### config.mk
export PLATFORM = sky130hd
export DESIGN_NAME = seq_mult_ctrl_flat
export DESIGN_NICKNAME = d
export VERILOG_FILES = /design/src/rtl/seq_mult_ctrl_if.sv /design/src/rtl/seq_mult_ctrl.sv /design/src/flat_wrapper.sv
export SDC_FILE = /design/constraint.sdc
export NUM_CORES = 1
export LEC_CHECK = 0
export ABC_AREA = 1
export CAP_MARGIN = 20
export CORE_MARGIN = 10
export CORE_UTILIZATION = 30
export DETAILED_ROUTE_END_ITERATION = 7
export PLACE_DENSITY = 0.46
export RECOVER_POWER = 50
export SYNTH_ARGS = -nofsm -noshare
export SYNTH_HDL_FRONTEND = slang
export SYNTH_SLANG_ARGS = --single-unit
### constraint.sdc
create_clock -name Clk -period 1.9 [get_ports Clk]
set_input_delay 0.38 -clock Clk [delete_from_list [all_inputs] [get_ports Clk]]
set_output_delay 0.38 -clock Clk [all_outputs]
set_load 0.01 [all_outputs]
### src/rtl/seq_mult_ctrl_if.sv
// Operand/result bundle for the sequential multiplier: Start/Busy/Done handshake,
// operands and signed-mode flag in, product out.
interface seq_mult_ctrl_if #(
   parameter int WIDTH = 8
);
   logic               Start;
   logic               Signed;
   logic [WIDTH-1:0]   A;
   logic [WIDTH-1:0]   B;
   logic               Busy;
   logic               Done;
   logic [2*WIDTH-1:0] Product;

   modport master (
      output Start, Signed, A, B,
      input  Busy, Done, Product
   );

   modport slave (
      input  Start, Signed, A, B,
      output Busy, Done, Product
   );
endinterface

### src/rtl/seq_mult_ctrl.sv
// Sequential shift-add multiplier, unsigned or two's-complement, with a
// Start/Busy/Done handshake. Product is held until the next FIX state.
//
//  state | meaning
//  IDLE  | waiting for Start; operands captured on the edge that leaves
//  LOAD  | take operand magnitudes, result sign, clear Acc and Cnt
//  TEST  | inspect multiplier LSB
//  ADD   | Acc += multiplicand magnitude (carry kept in Acc MSB)
//  SHIFT | {Acc,Qreg} >>= 1, Cnt += 1; last bit goes to FIX
//  FIX   | apply sign to the magnitude product and latch Product
//  DONE  | one-cycle Done pulse, back to IDLE
module seq_mult_ctrl #(
   parameter int WIDTH = 8
) (
   input  logic           Clk,
   input  logic           Rst,
   seq_mult_ctrl_if.slave bus
);

   localparam int CNT_W = $clog2(WIDTH + 1);
   localparam logic [CNT_W-1:0] CNT_LAST = CNT_W'(WIDTH - 1);

   typedef enum logic [2:0] {
      S_IDLE  = 3'd0,
      S_LOAD  = 3'd1,
      S_TEST  = 3'd2,
      S_ADD   = 3'd3,
      S_SHIFT = 3'd4,
      S_FIX   = 3'd5,
      S_DONE  = 3'd6
   } state_e;

   state_e             state_q, state_d;
   logic [WIDTH-1:0]   a_q, a_d;
   logic [WIDTH-1:0]   b_q, b_d;
   logic               sgn_q, sgn_d;
   logic               neg_q, neg_d;
   logic [WIDTH-1:0]   m_q, m_d;
   logic [WIDTH-1:0]   q_q, q_d;
   logic [WIDTH:0]     acc_q, acc_d;
   logic [CNT_W-1:0]   cnt_q, cnt_d;
   logic [2*WIDTH-1:0] prod_q, prod_d;

   logic [2*WIDTH-1:0] mag_prod;
   logic [2*WIDTH:0]   shifted;

   always_ff @(posedge Clk or negedge Rst) begin
      if (!Rst) begin
         state_q <= S_IDLE;
         a_q     <= '0;
         b_q     <= '0;
         sgn_q   <= 1'b0;
         neg_q   <= 1'b0;
         m_q     <= '0;
         q_q     <= '0;
         acc_q   <= '0;
         cnt_q   <= '0;
         prod_q  <= '0;
      end else begin
         state_q <= state_d;
         a_q     <= a_d;
         b_q     <= b_d;
         sgn_q   <= sgn_d;
         neg_q   <= neg_d;
         m_q     <= m_d;
         q_q     <= q_d;
         acc_q   <= acc_d;
         cnt_q   <= cnt_d;
         prod_q  <= prod_d;
      end
   end

   always_comb begin
      state_d  = state_q;
      a_d      = a_q;
      b_d      = b_q;
      sgn_d    = sgn_q;
      neg_d    = neg_q;
      m_d      = m_q;
      q_d      = q_q;
      acc_d    = acc_q;
      cnt_d    = cnt_q;
      prod_d   = prod_q;
      mag_prod = {acc_q[WIDTH-1:0], q_q};
      shifted  = {acc_q, q_q} >> 1;

      case (state_q)
         S_IDLE: begin
            if (bus.Start) begin
               a_d     = bus.A;
               b_d     = bus.B;
               sgn_d   = bus.Signed;
               state_d = S_LOAD;
            end
         end
         S_LOAD: begin
            // -(-2^(W-1)) wraps to 2^(W-1), which is the correct unsigned magnitude
            m_d     = (sgn_q && a_q[WIDTH-1]) ? -a_q : a_q;
            q_d     = (sgn_q && b_q[WIDTH-1]) ? -b_q : b_q;
            neg_d   = sgn_q & (a_q[WIDTH-1] ^ b_q[WIDTH-1]);
            acc_d   = '0;
            cnt_d   = '0;
            state_d = S_TEST;
         end
         S_TEST: begin
            state_d = q_q[0] ? S_ADD : S_SHIFT;
         end
         S_ADD: begin
            acc_d   = {1'b0, acc_q[WIDTH-1:0]} + {1'b0, m_q};
            state_d = S_SHIFT;
         end
         S_SHIFT: begin
            {acc_d, q_d} = shifted;
            cnt_d        = cnt_q + CNT_W'(1);
            state_d      = (cnt_q == CNT_LAST) ? S_FIX : S_TEST;
         end
         S_FIX: begin
            prod_d  = neg_q ? -mag_prod : mag_prod;
            state_d = S_DONE;
         end
         S_DONE: begin
            state_d = S_IDLE;
         end
         default: begin
            state_d = S_IDLE;
         end
      endcase
   end

   assign bus.Busy    = (state_q != S_IDLE);
   assign bus.Done    = (state_q == S_DONE);
   assign bus.Product = prod_q;

endmodule
### src/flat_wrapper.sv
// flat-port wrapper written by rule: the top's interface ports become plain ports
module seq_mult_ctrl_flat 
#(
   parameter int WIDTH = 8
)
  (Clk, Rst, bus_Start, bus_Signed, bus_A, bus_B, bus_Busy, bus_Done, bus_Product);
  seq_mult_ctrl_if #(.WIDTH(WIDTH)) bus_i ();
  input  logic Clk;
  input  logic Rst;
  input wire logic [$bits(bus_i.Start)-1:0] bus_Start;
  input wire logic [$bits(bus_i.Signed)-1:0] bus_Signed;
  input wire logic [$bits(bus_i.A)-1:0] bus_A;
  input wire logic [$bits(bus_i.B)-1:0] bus_B;
  output wire logic [$bits(bus_i.Busy)-1:0] bus_Busy;
  output wire logic [$bits(bus_i.Done)-1:0] bus_Done;
  output wire logic [$bits(bus_i.Product)-1:0] bus_Product;
  assign bus_i.Start = bus_Start;
  assign bus_i.Signed = bus_Signed;
  assign bus_i.A = bus_A;
  assign bus_i.B = bus_B;
  assign bus_Busy = bus_i.Busy;
  assign bus_Done = bus_i.Done;
  assign bus_Product = bus_i.Product;
  seq_mult_ctrl #(.WIDTH(WIDTH)) u_core (.Clk(Clk), .Rst(Rst), .bus(bus_i));
endmodule
==> key figures, run 1 <==
Global routing
  • M3 GR Usage: 0.0251
  • Met1 usage: 0.156
  • GRT Residual Overflow: 0
  • Number of global-route vias before repair: 2914
  • First-pass GRT wire length: 14.7 mm
  • Initial antenna violation count: 0
  • GRT Total Usage: 0.111
  • Gr busiest metal: met1
  • Largest net degree at the start of global routing: 30
  • GR Util met2: 0.153

Pwr
  • Max VDD drop: 0.000512 V
  • Leak: 0.00211 µW
  • PD cells: 1730 nW/µm²

Route
  • Routed len/inst: 13.9 µm
  • Vias per Instance: 4.77
  • Pre-antenna DRT Iters: 4
  • Routed wire length: 8.69 mm
  • Vias post-DR: 2993
  • Post-route ant nets: 0
  • Number of DRC markers in iteration 0: 140
  • Drt drc: 0

Synthesis
  • Seq/Total Area, Yosys: 0.464
  • Post-Syn Instances: 436
  • Most used DFF post-synth: dfrtp_1
  • Number of synthesized flops with an enable pin: 0
  • YS warnings: 0
  • Syn Area/Cell: 8.17 µm²
  • Ys async rst share: 1.00
  • Syn Nets: 469
  • Post-synthesis cell area: 3560 µm²
  • Register bit total from synthesis: 66
  • Cell variety after synth: 34

Timing
  • Fin Clk Skew: 0.00732 ns
  • Endpoints failing setup: 0
  • RSZ-0062 raised after global routing: no
  • Least-Margin Pin Slew: 1.11 ns
  • Rel. slew slack: 0.258
  • Fin worst setup slack: 0.223 ns
  • Fin Setup TNS: 0 ns
  • Min Tclk post-route: 1.68 ns
  • Final hold vios: 0
  • FMAX: 596 MHz
  • Fin. max-slew vios: 0
  • Period utilisation layout: 0.883

Critical path
  • CP Data Arrival Time: 1.88 ns
  • R2R Setup Slk: 0.22 ns
  • Crit path required time: 2.11 ns
  • Critical Path Start: u_core.acc_q[0]
  • R2R Path Start: u_core.acc_q[0]
  • Setup crit end kind: flop
  • CP max-delay cell: dfrtp_1
  • Max incr delay on CP: 0.40 ns
  • Startpoint types: flop
  • WS Path Type: reg -> reg
  • Crit Path Max Fanout: 4
  • Crit-path most repeated cell: inv_1
  • Worst reg2reg path endpoint: u_core.acc_q[4]
  • Reg2reg path depth: 9
  • Worst-path cell chain: ha_1 > inv_1 > fa_1 > inv_1 > nand3_1 > nand2_1 > a21oi_1 > o21ai_0 > o211ai_1
  • Worst setup endpoint: u_core.acc_q[4]

Clock network
  • Postcts setup bufs: 0
  • Clock root buffer: clkbuf_16
  • Num CTS Buffers: 9
  • Sinks on Clock Net: 66
  • Clk pin slew, worst setup/hold paths: 0.06 ns
  • CTS tree: yes
  • Maximum buffer depth of the clock tree: 2
  • H-tree depth: 3
  • Clock latency on the worst-skew pair: 0.33 ns

Layout
  • Layout area overhead: 23.4%
  • Post-layout util: 0.382
  • Layout cell share with drive strength beyond 1: 0.0682
  • Final nets: 513
  • Diode count: 0

Worst hold path
  • Class of the worst hold path: in -> async

Placed design
  • Port Buffer Count: 37
  • GPL Wtd Cong: 0.793
  • DPL Wire Length: 6.69 mm
  • DP Worst Slack: 0.232 ns

Floorplan
  • Die Y: 129 µm
  • Starting Density: 0.309
  • Core Box Area: 11500 µm²
  • I/O Pins: 38
  • Std-Cell Rows: 39
  • Die X-Extent: 129 µm
  • Die area: 16600 µm²

Run status
  • Status: completed

Run
  • Max-Cap Viols: 0
power by group:
| part | switching, µW | total [µW] | internal, µW |
|---|---|---|---|
| registers | 495 | 2530 | 2040 |
| logic | 1980 | 3360 | 1390 |
| clock network | 599 | 1710 | 1110 |
synth_stat cells, types with 2 or more instances:
cell type | number | area share
nand2_1 | 102 | 0.11
dfrtp_1 | 66 | 0.46
inv_1 | 46 | 0.048
nor2_1 | 37 | 0.039
nand3_1 | 36 | 0.051
o21ai_0 | 31 | 0.044
a21oi_1 | 28 | 0.039
ha_1 | 12 | 0.042
nand4_1 | 10 | 0.018
o221ai_1 | 10 | 0.025
xor2_1 | 10 | 0.025
buf_2 | 7 | 0.0098
mux2_2 | 5 | 0.016
o21bai_1 | 4 | 0.0084
o22ai_1 | 4 | 0.0070
nor3_1 | 3 | 0.0042
o21ai_1 | 3 | 0.0042
inv_2 | 2 | 0.0021
nand2_2 | 2 | 0.0035
nor2_4 | 2 | 0.0063
o211ai_1 | 2 | 0.0042
or2_2 | 2 | 0.0035
area by class of cell:
class                      count  area (µm²)
tap                          143         179
sequential                    66        1650
clock inverter                 2        35.0
timing repair buffer          42         395
multi-input combinational    313        1680
clock buffer                  13         270
fill                        1219        7120
inverter                      48         180
worst max-delay path, delay by kind of cell, from the launching register on:
kind / cells / cell delay, ns
adders and majority gates: 2 / 0.55
DFF: 1 / 0.40
AOI/OAI and AO/OA: 3 / 0.27
and+or+nand+nor: 2 / 0.18
buffers and inverters: 2 / 0.14
routing by layer:
layer | wire, µm | vias up
met2 | 3610 | 57
met1 | 4510 | 1367
met3 | 403 | 11
met4 | 175 | 0
li1 | - | 1558
met5 | 0 | -
cell families after synthesis:
kind of cell,share of synthesized area
fa+ha+maj,0.0478
xor+xnor,0.0270
simple gates,0.237
mux,0.0158
compound gates,0.145
flops,0.464
buf+inv,0.0636
worst min path at each step:
stage,slack (ns),endpoint,cells past startpoint,startpoint
final,0.24,u_core.a_q[7],1,Rst
after global routing,0.35,u_core.a_q[2],1,Rst
after CTS,0.04,u_core.a_q[7],1,Rst
after detailed placement,0.40,u_core.a_q[6],1,Rst
after global placement,0.40,u_core.m_q[7],1,Rst
after floorplan,0.08,u_core.a_q[0],0,Rst
layout by cell type (no fill, tap or decap), types with 4 or more instances in the layout:
cell type / instances
o221ai_1: 10
clkdlybuf4s50_1: 34
ha_1: 12
o21bai_1: 4
a21oi_1: 28
nand4_1: 10
o22ai_1: 4
mux2_2: 5
o21ai_0: 31
clkbuf_16: 9
nand3_1: 36
dfrtp_1: 66
inv_1: 46
nor2_1: 36
xor2_1: 10
nand2_1: 103
sequential cells by signal, summed over array words and instances, names as in the netlist:
signal,flops
u_core.sgn_q,1
u_core.a_q,8
u_core.m_q,8
u_core.q_q,8
u_core.neg_q,1
u_core.bus.Product,16
u_core.state_q,3
u_core.cnt_q,4
u_core.acc_q,9
u_core.b_q,8
timing repair:
| item | in CTS | in global routing |
|---|---|---|
| gates resized for setup | 2 | 2 |
| setup endpoints to repair | 2 | 1 |
| hold buffers | 0 | 0 |
per-stage QoR:
stage	cells	hold slack [ns]	cell area [µm²]	power, µW
after CTS	627	0.0432	4440	7760
after global routing	627	0.352	4400	8350
after global placement	612	0.397	4140	5960
after detailed placement	612	0.399	4140	6010
after floorplan	436	0.0844	3560	4850
final	627	0.244	4400	7610
Power figures use the tool's default switching activity.
==> run 2: changes to the inputs <==
--- a/config.mk
+++ b/config.mk
@@ -7,7 +7,7 @@
 export LEC_CHECK = 0
 export ABC_AREA = 1
 export CAP_MARGIN = 20
-export CORE_MARGIN = 10
+export CORE_MARGIN = 2
 export CORE_UTILIZATION = 30
 export DETAILED_ROUTE_END_ITERATION = 7
 export PLACE_DENSITY = 0.46
==> run 2 against run 1 <==
Critical endpoint is now u_core.acc_q[6]. Via count barely moved. Maximum frequency fell by 0.83%. The flow now finishes with violations (design-rule violations). Core utilization fell by 0.18 points.
==> key figures, run 2 (synthesis results as in run 1) <==
Run status
  • Status: finished with violations
  • Failing checks: design-rule violations

Floorplan
  • Starting Density: 0.309 (unchanged)
  • Die X-Extent: 113 µm (-12%)
  • Std-Cell Rows: 39 (unchanged)
  • Die area: 12800 µm² (-23%)
  • Die Y: 113 µm (-12%)
  • I/O Pins: 38 (unchanged)
  • Core Box Area: 11500 µm² (unchanged)

Clock network
  • Clock latency on the worst-skew pair: 0.33 ns (about the same)
  • Clk pin slew, worst setup/hold paths: 0.06 ns (about the same)
  • Sinks on Clock Net: 66 (unchanged)
  • CTS tree: yes
  • Num CTS Buffers: 9 (unchanged)
  • Clock root buffer: clkbuf_16
  • H-tree depth: 3 (unchanged)
  • Maximum buffer depth of the clock tree: 2 (unchanged)
  • Postcts setup bufs: 0 (unchanged)

Layout
  • Diode count: 0 (unchanged)
  • Final nets: 513 (unchanged)
  • Flip-flop count of the largest register after layout: 16 (unchanged)
  • Layout cell share with drive strength beyond 1: 0.0680 (-0.000141)
  • Commonest non-fill, non-tap cell in the layout: nand2_1
  • Finished Layout Cells: 628 (+0.16%)
  • Post-layout util: 0.380 (-0.00185)
  • Commonest cells after routing, fill and taps aside: nand2_1 (103), dfrtp_1 (66), inv_1 (46)
  • Layout area overhead: 22.8%

Critical path
  • Reg2reg path depth: 9 (unchanged)
  • R2R Path Start: u_core.acc_q[1]
  • Critical Path Start: u_core.acc_q[1]
  • Startpoint types: flop
  • R2R Setup Slk: 0.21 ns (about the same)
  • Setup crit end kind: flop
  • WS Path Type: reg -> reg
  • Crit path required time: 2.15 ns (+0.04 ns)
  • Worst reg2reg path endpoint: u_core.acc_q[6]
  • Crit Path Max Fanout: 5 (+1)
  • CP Data Arrival Time: 1.95 ns (+0.07 ns)

Global routing
  • GRT Total Usage: 0.139 (+0.0288)
  • Number of global-route vias before repair: 2889 (-0.86%)
  • First-pass GRT wire length: 14.3 mm (-2.5%)
  • Largest net degree at the start of global routing: 30 (unchanged)
  • Initial antenna violation count: 0 (unchanged)
  • GRT Residual Overflow: 0 (unchanged)

Route
  • Routed wire length: 8.33 mm (-4.2%)
  • Number of DRC markers in iteration 0: 106 (-24%)
  • Pre-antenna DRT Iters: 7 (+3)
  • Drt drc: 5 (+5)
  • Routed len/inst: 13.3 µm (-4.4%)
  • Vias per Instance: 4.77 (-0.13%)
  • Vias post-DR: 2994 (+0.033%)
  • Post-route ant nets: 0 (unchanged)

Timing
  • FMAX: 591 MHz (-0.83%)
  • Rel. slew slack: 0.242 (-0.0163)
  • Final hold vios: 0 (unchanged)
  • Fin Setup TNS: 0 ns (unchanged)
  • Fin. max-slew vios: 0 (unchanged)
  • RSZ-0062 raised after global routing: no
  • Endpoints failing setup: 0 (unchanged)
  • Period utilisation layout: 0.890 (+0.00743)
  • Min Tclk post-route: 1.69 ns (+0.0141 ns)
  • Least-Margin Pin Slew: 1.14 ns (+0.0244 ns)
  • Fin Clk Skew: 0.00815 ns (+0.000831 ns)

Pwr
  • Internal: 4410 µW (-2.8%)
  • Clock network fraction of total power: 0.210 (-0.015)
  • Sw frac: 0.409 (+0.00528)
  • Sw power: 3050 µW (-0.64%)
  • Max VDD drop: 0.000482 V (-5.7%)
  • Leak: 0.00210 µW (-0.43%)
  • Sequential share of power: 0.339 (+0.006)
  • Combinational Power Share: 0.451 (+0.009)
  • PD cells: 1710 nW/µm² (-1.4%)

Placed design
  • Inst Count DP: 612 (unchanged)
  • GPL Wtd Cong: 0.792 (about the same)
  • DPL Wire Length: 6.37 mm (-4.9%)
  • Port Buffer Count: 37 (unchanged)

Run
  • Max-Cap Viols: 0 (unchanged)

Worst hold path
  • Class of the worst hold path: in -> async
run 2: changes by cell type in the layout (fill, tap and decap cells not counted), sizes merged:
cell	previous run	this run
clkinv	1	2
clkbuf	17	18
bufinv	1	0
run 2: worst max-delay path by stage:
stage | cells past startpoint | slack [ns] | to
2_1_floorplan | 10 | 0.40 | u_core.acc_q[6]
3_3_place_gp | 4 | 0.27 | u_core.a_q[6]
3_5_place_dp | 9 | 0.22 | u_core.acc_q[6]
4_1_cts | 3 | 0.004 | bus_Busy
5_1_grt | 9 | 0.05 | u_core.acc_q[6]
6_report | 9 | 0.21 | u_core.acc_q[6]
run 2: layer usage:
layer  routed length (µm)  track usage
met1                 4270        0.200
met5                    0            0
met4                  125       0.0472
met2                 3620        0.211
met3                  306       0.0289
run 2: what timing repair did:
action / 4_1_cts / 5_1_grt
gates cloned: 0 / 0
setup endpoints to repair: 2 / 1
hold buffers: 0 / 0
gates resized for setup: 2 / 2
run 2: power by group through the flow:
stage	Clock [µW]	Sequential [µW]	Combinational, µW
2_1_floorplan	0	2490	2360
3_3_place_gp	0	2540	3390
3_5_place_dp	0	2560	3430
4_1_cts	1620	2540	3450
5_1_grt	1670	2640	3890
6_report	1560	2530	3370
run 2: layout make-up:
class,count,area [µm²]
Multi-Input combinational cell,313,1680
Tap cell,143,179
Inverter,48,180
Sequential cell,66,1650
Timing Repair Buffer,42,395
Fill cell,1224,7140
Clock inverter,2,10.0
Clock buffer,14,274
run 2: per-stage QoR:
stage / setup slack (ns) / hold WS [ns] / cell area, µm² / power [µW]
finish: 0.209 / 0.252 / 4370 / 7460
global route: 0.0541 / 0.338 / 4370 / 8200
CTS: 0.00441 / 0.0441 / 4420 / 7610
detailed placement: 0.223 / 0.402 / 4140 / 5990
global placement: 0.267 / 0.397 / 4140 / 5940
floorplan: 0.398 / 0.0844 / 3560 / 4850
run 2: critical path, stage by stage (launching register included):
cell and delay (ns):
dfrtp_1 0.44, inv_1 0.14, fa_1 0.43, inv_1 0.09, nand3_1 0.07, nand2_1 0.13
a21oi_1 0.10, nand2_1 0.06, nand2_1 0.04, o21bai_1 0.12
==> run 3: changes to the inputs <==
==> constraint.sdc (replaced) <==
create_clock -name Clk -period 1.9 [get_ports Clk]
set_input_delay 0.38 -clock Clk [delete_from_list [all_inputs] [get_ports Clk]]
set_output_delay 0.38 -clock Clk [all_outputs]
set_load 0.1 [all_outputs]
==> run 3 against run 2 <==
The flow still finishes with violations (design-rule violations). Clock skew down 0.0018 ns. Clock-buffer cell count down 2. First-iteration DRC count up 77%. Sequential power about the same. Sequential share of layout area down 0.55 points. Cell area up 1.5%. Register-to-register slack better by 0.03 ns. Via count down 0.53%. Critical path depth down 6. Core utilization up 0.57 points. Critical path type is now reg -> out. Largest cell class unchanged.
==> key figures, run 3 (synthesis results as in run 1) <==
Floorplan
  • Starting Density: 0.309 (unchanged)
  • I/O Pins: 38 (unchanged)
  • Core Box Area: 11500 µm² (unchanged)
  • Die Y: 113 µm (unchanged)
  • Die X-Extent: 113 µm (unchanged)
  • Std-Cell Rows: 39 (unchanged)
  • Die area: 12800 µm² (unchanged)

Critical path
  • Crit path required time: 1.52 ns (-0.63 ns)
  • Worst reg2reg path endpoint: u_core.acc_q[6]
  • R2R Setup Slk: 0.24 ns (+0.03 ns)
  • CP Data Arrival Time: 1.34 ns (-0.61 ns)
  • Worst setup endpoint: bus_Busy
  • Reg2reg path depth: 10 (+1)
  • WS Path Type: reg -> out
  • CP max-delay cell: dfrtp_1
  • R2R Path Start: u_core.acc_q[0]
  • Worst-path cell chain: nor2_1 > nand2_1 > buf_12
  • Startpoint types: flop
  • Crit Path Max Fanout: 6 (+1)
  • Setup crit end kind: output port
  • Critical Path Start: u_core.state_q[0]
  • Max incr delay on CP: 0.47 ns (+0.03 ns)

Global routing
  • Number of global-route vias before repair: 2894 (+0.17%)
  • Largest net degree at the start of global routing: 30 (unchanged)
  • GRT Total Usage: 0.137 (-0.00200)
  • First-pass GRT wire length: 14.2 mm (-0.91%)
  • Initial antenna violation count: 0 (unchanged)
  • GRT Residual Overflow: 0 (unchanged)

Timing
  • Endpoints failing setup: 0 (unchanged)
  • Fin worst setup slack: 0.179 ns (-0.0299 ns)
  • Rel. slew slack: 0.0429 (-0.199)
  • Fin. max-slew vios: 0 (unchanged)
  • Final hold vios: 0 (unchanged)
  • FMAX: 581 MHz (-1.7%)
  • Final hold slack: 0.389 ns (+0.138 ns)
  • Fin Setup TNS: 0 ns (unchanged)
  • Period utilisation layout: 0.906 (+0.0157)
  • Least-Margin Pin Slew: 1.44 ns (+0.298 ns)
  • Fin Clk Skew: 0.00640 ns (-0.00175 ns)
  • Min Tclk post-route: 1.72 ns (+0.0299 ns)
  • RSZ-0062 raised after global routing: no

Placed design
  • DP Worst Slack: 0.243 ns (+0.0200 ns)
  • Port Buffer Count: 37 (unchanged)
  • DPL Wire Length: 6.31 mm (-0.82%)
  • GPL Wtd Cong: 0.794 (+0.23%)

Route
  • Drt drc: 4 (-1)
  • Number of DRC markers in iteration 0: 188 (+77%)
  • Routed wire length: 8.26 mm (-0.77%)
  • Pre-antenna DRT Iters: 6 (-1)
  • Routed len/inst: 13.2 µm (-0.61%)
  • Vias post-DR: 2978 (-0.53%)
  • Vias per Instance: 4.75 (-0.38%)
  • Post-route ant nets: 0 (unchanged)

Layout
  • Diode count: 0 (unchanged)
  • Layout cell share with drive strength beyond 1: 0.103 (+0.0353)
  • Fillers: 1197 (-2.2%)
  • Commonest cells after routing, fill and taps aside: nand2_1 (103), dfrtp_1 (66), inv_1 (46)
  • Commonest non-fill, non-tap cell in the layout: nand2_1
  • Flip-flop count of the largest register after layout: 16 (unchanged)
  • Final nets: 513 (unchanged)
  • Layout area overhead: 24.6%

Clock network
  • H-tree depth: 3 (unchanged)
  • Number of hold buffers added after CTS: 0 (unchanged)
  • Clock root buffer: clkbuf_16
  • Cells resized by post-CTS repair: 0 (-2)
  • Clock latency on the worst-skew pair: 0.32 ns (about the same)
  • Sinks on Clock Net: 66 (unchanged)
  • Postcts setup bufs: 0 (unchanged)
  • CTS tree: yes
  • Maximum buffer depth of the clock tree: 2 (unchanged)
  • Num CTS Buffers: 9 (unchanged)
  • Clk pin slew, worst setup/hold paths: 0.06 ns (about the same)

Pwr
  • PD cells: 1980 nW/µm² (+16%)
  • Max VDD drop: 0.000509 V (+5.5%)
  • Pwr Total: 8790 µW (+18%)
  • Leak: 0.00215 µW (+2.5%)

Run
  • Max-Cap Viols: 0 (unchanged)

Run status
  • Status: finished with violations
  • Failing checks: design-rule violations

Worst hold path
  • Class of the worst hold path: in -> async
[run 3: cell types whose count changed in the layout (fill, tap and decap cells not counted), sizes merged]
cell and delta:
clkbuf +3, dlygate4sd2 -1, dlymetal6s2s -1, bufinv +1, buf +13, clkdlybuf4s50 -16
[run 3: layout make-up]
class / instances / area [µm²] / area share
Inverter: 48 / 180 / 0.0406
Timing Repair Buffer: 42 / 449 / 0.101
Sequential cell: 66 / 1650 / 0.372
Tap cell: 143 / 179 / 0.0403
Multi-Input combinational cell: 313 / 1690 / 0.381
Clock inverter: 3 / 40.0 / 0.00902
Clock buffer: 12 / 246 / 0.0555
[run 3: power breakdown]
group	leakage [µW]	switching [µW]	internal (µW)
Clock	0.000142	567	1040
Combinational	0.00119	3180	1440
Sequential	0.000813	523	2040
[run 3: layer usage]
layer  GRT usage  up-vias  part of all wire
li1            -     1557                 -
met1       0.197     1343              0.51
met2       0.205       66              0.43
met3      0.0225       12             0.045
met4      0.0618        0             0.018
met5           0        -                 0
[run 3: critical path: cells and delay by family, from the launching register on]
kind,cells,cell delay (ns)
buffers and inverters,1,0.20
flip-flops,1,0.47
AND/OR/NAND/NOR,2,0.35
[run 3: worst min path at each step]
stage	startpoint	slack (ns)	depth (start not counted)	end
after floorplan	Rst	0.08	0	u_core.a_q[0]
after global placement	Rst	0.43	1	u_core.m_q[6]
after detailed placement	Rst	0.43	1	u_core.a_q[6]
after CTS	Rst	0.09	1	u_core.a_q[2]
after global routing	u_core.bus.Product[13]	0.50	2	u_core.bus.Product[13]
final	Rst	0.39	1	u_core.m_q[6]
[run 3: stage by stage]
| step | area (µm²) | util | cells |
|---|---|---|---|
| 2_1_floorplan | 3570 | - | 436 |
| 3_3_place_gp | 4280 | 0.371 | 612 |
| 3_5_place_dp | 4280 | 0.371 | 612 |
| 4_1_cts | 4560 | 0.396 | 627 |
| 5_1_grt | 4440 | 0.385 | 627 |
| 6_report | 4440 | 0.385 | 627 |
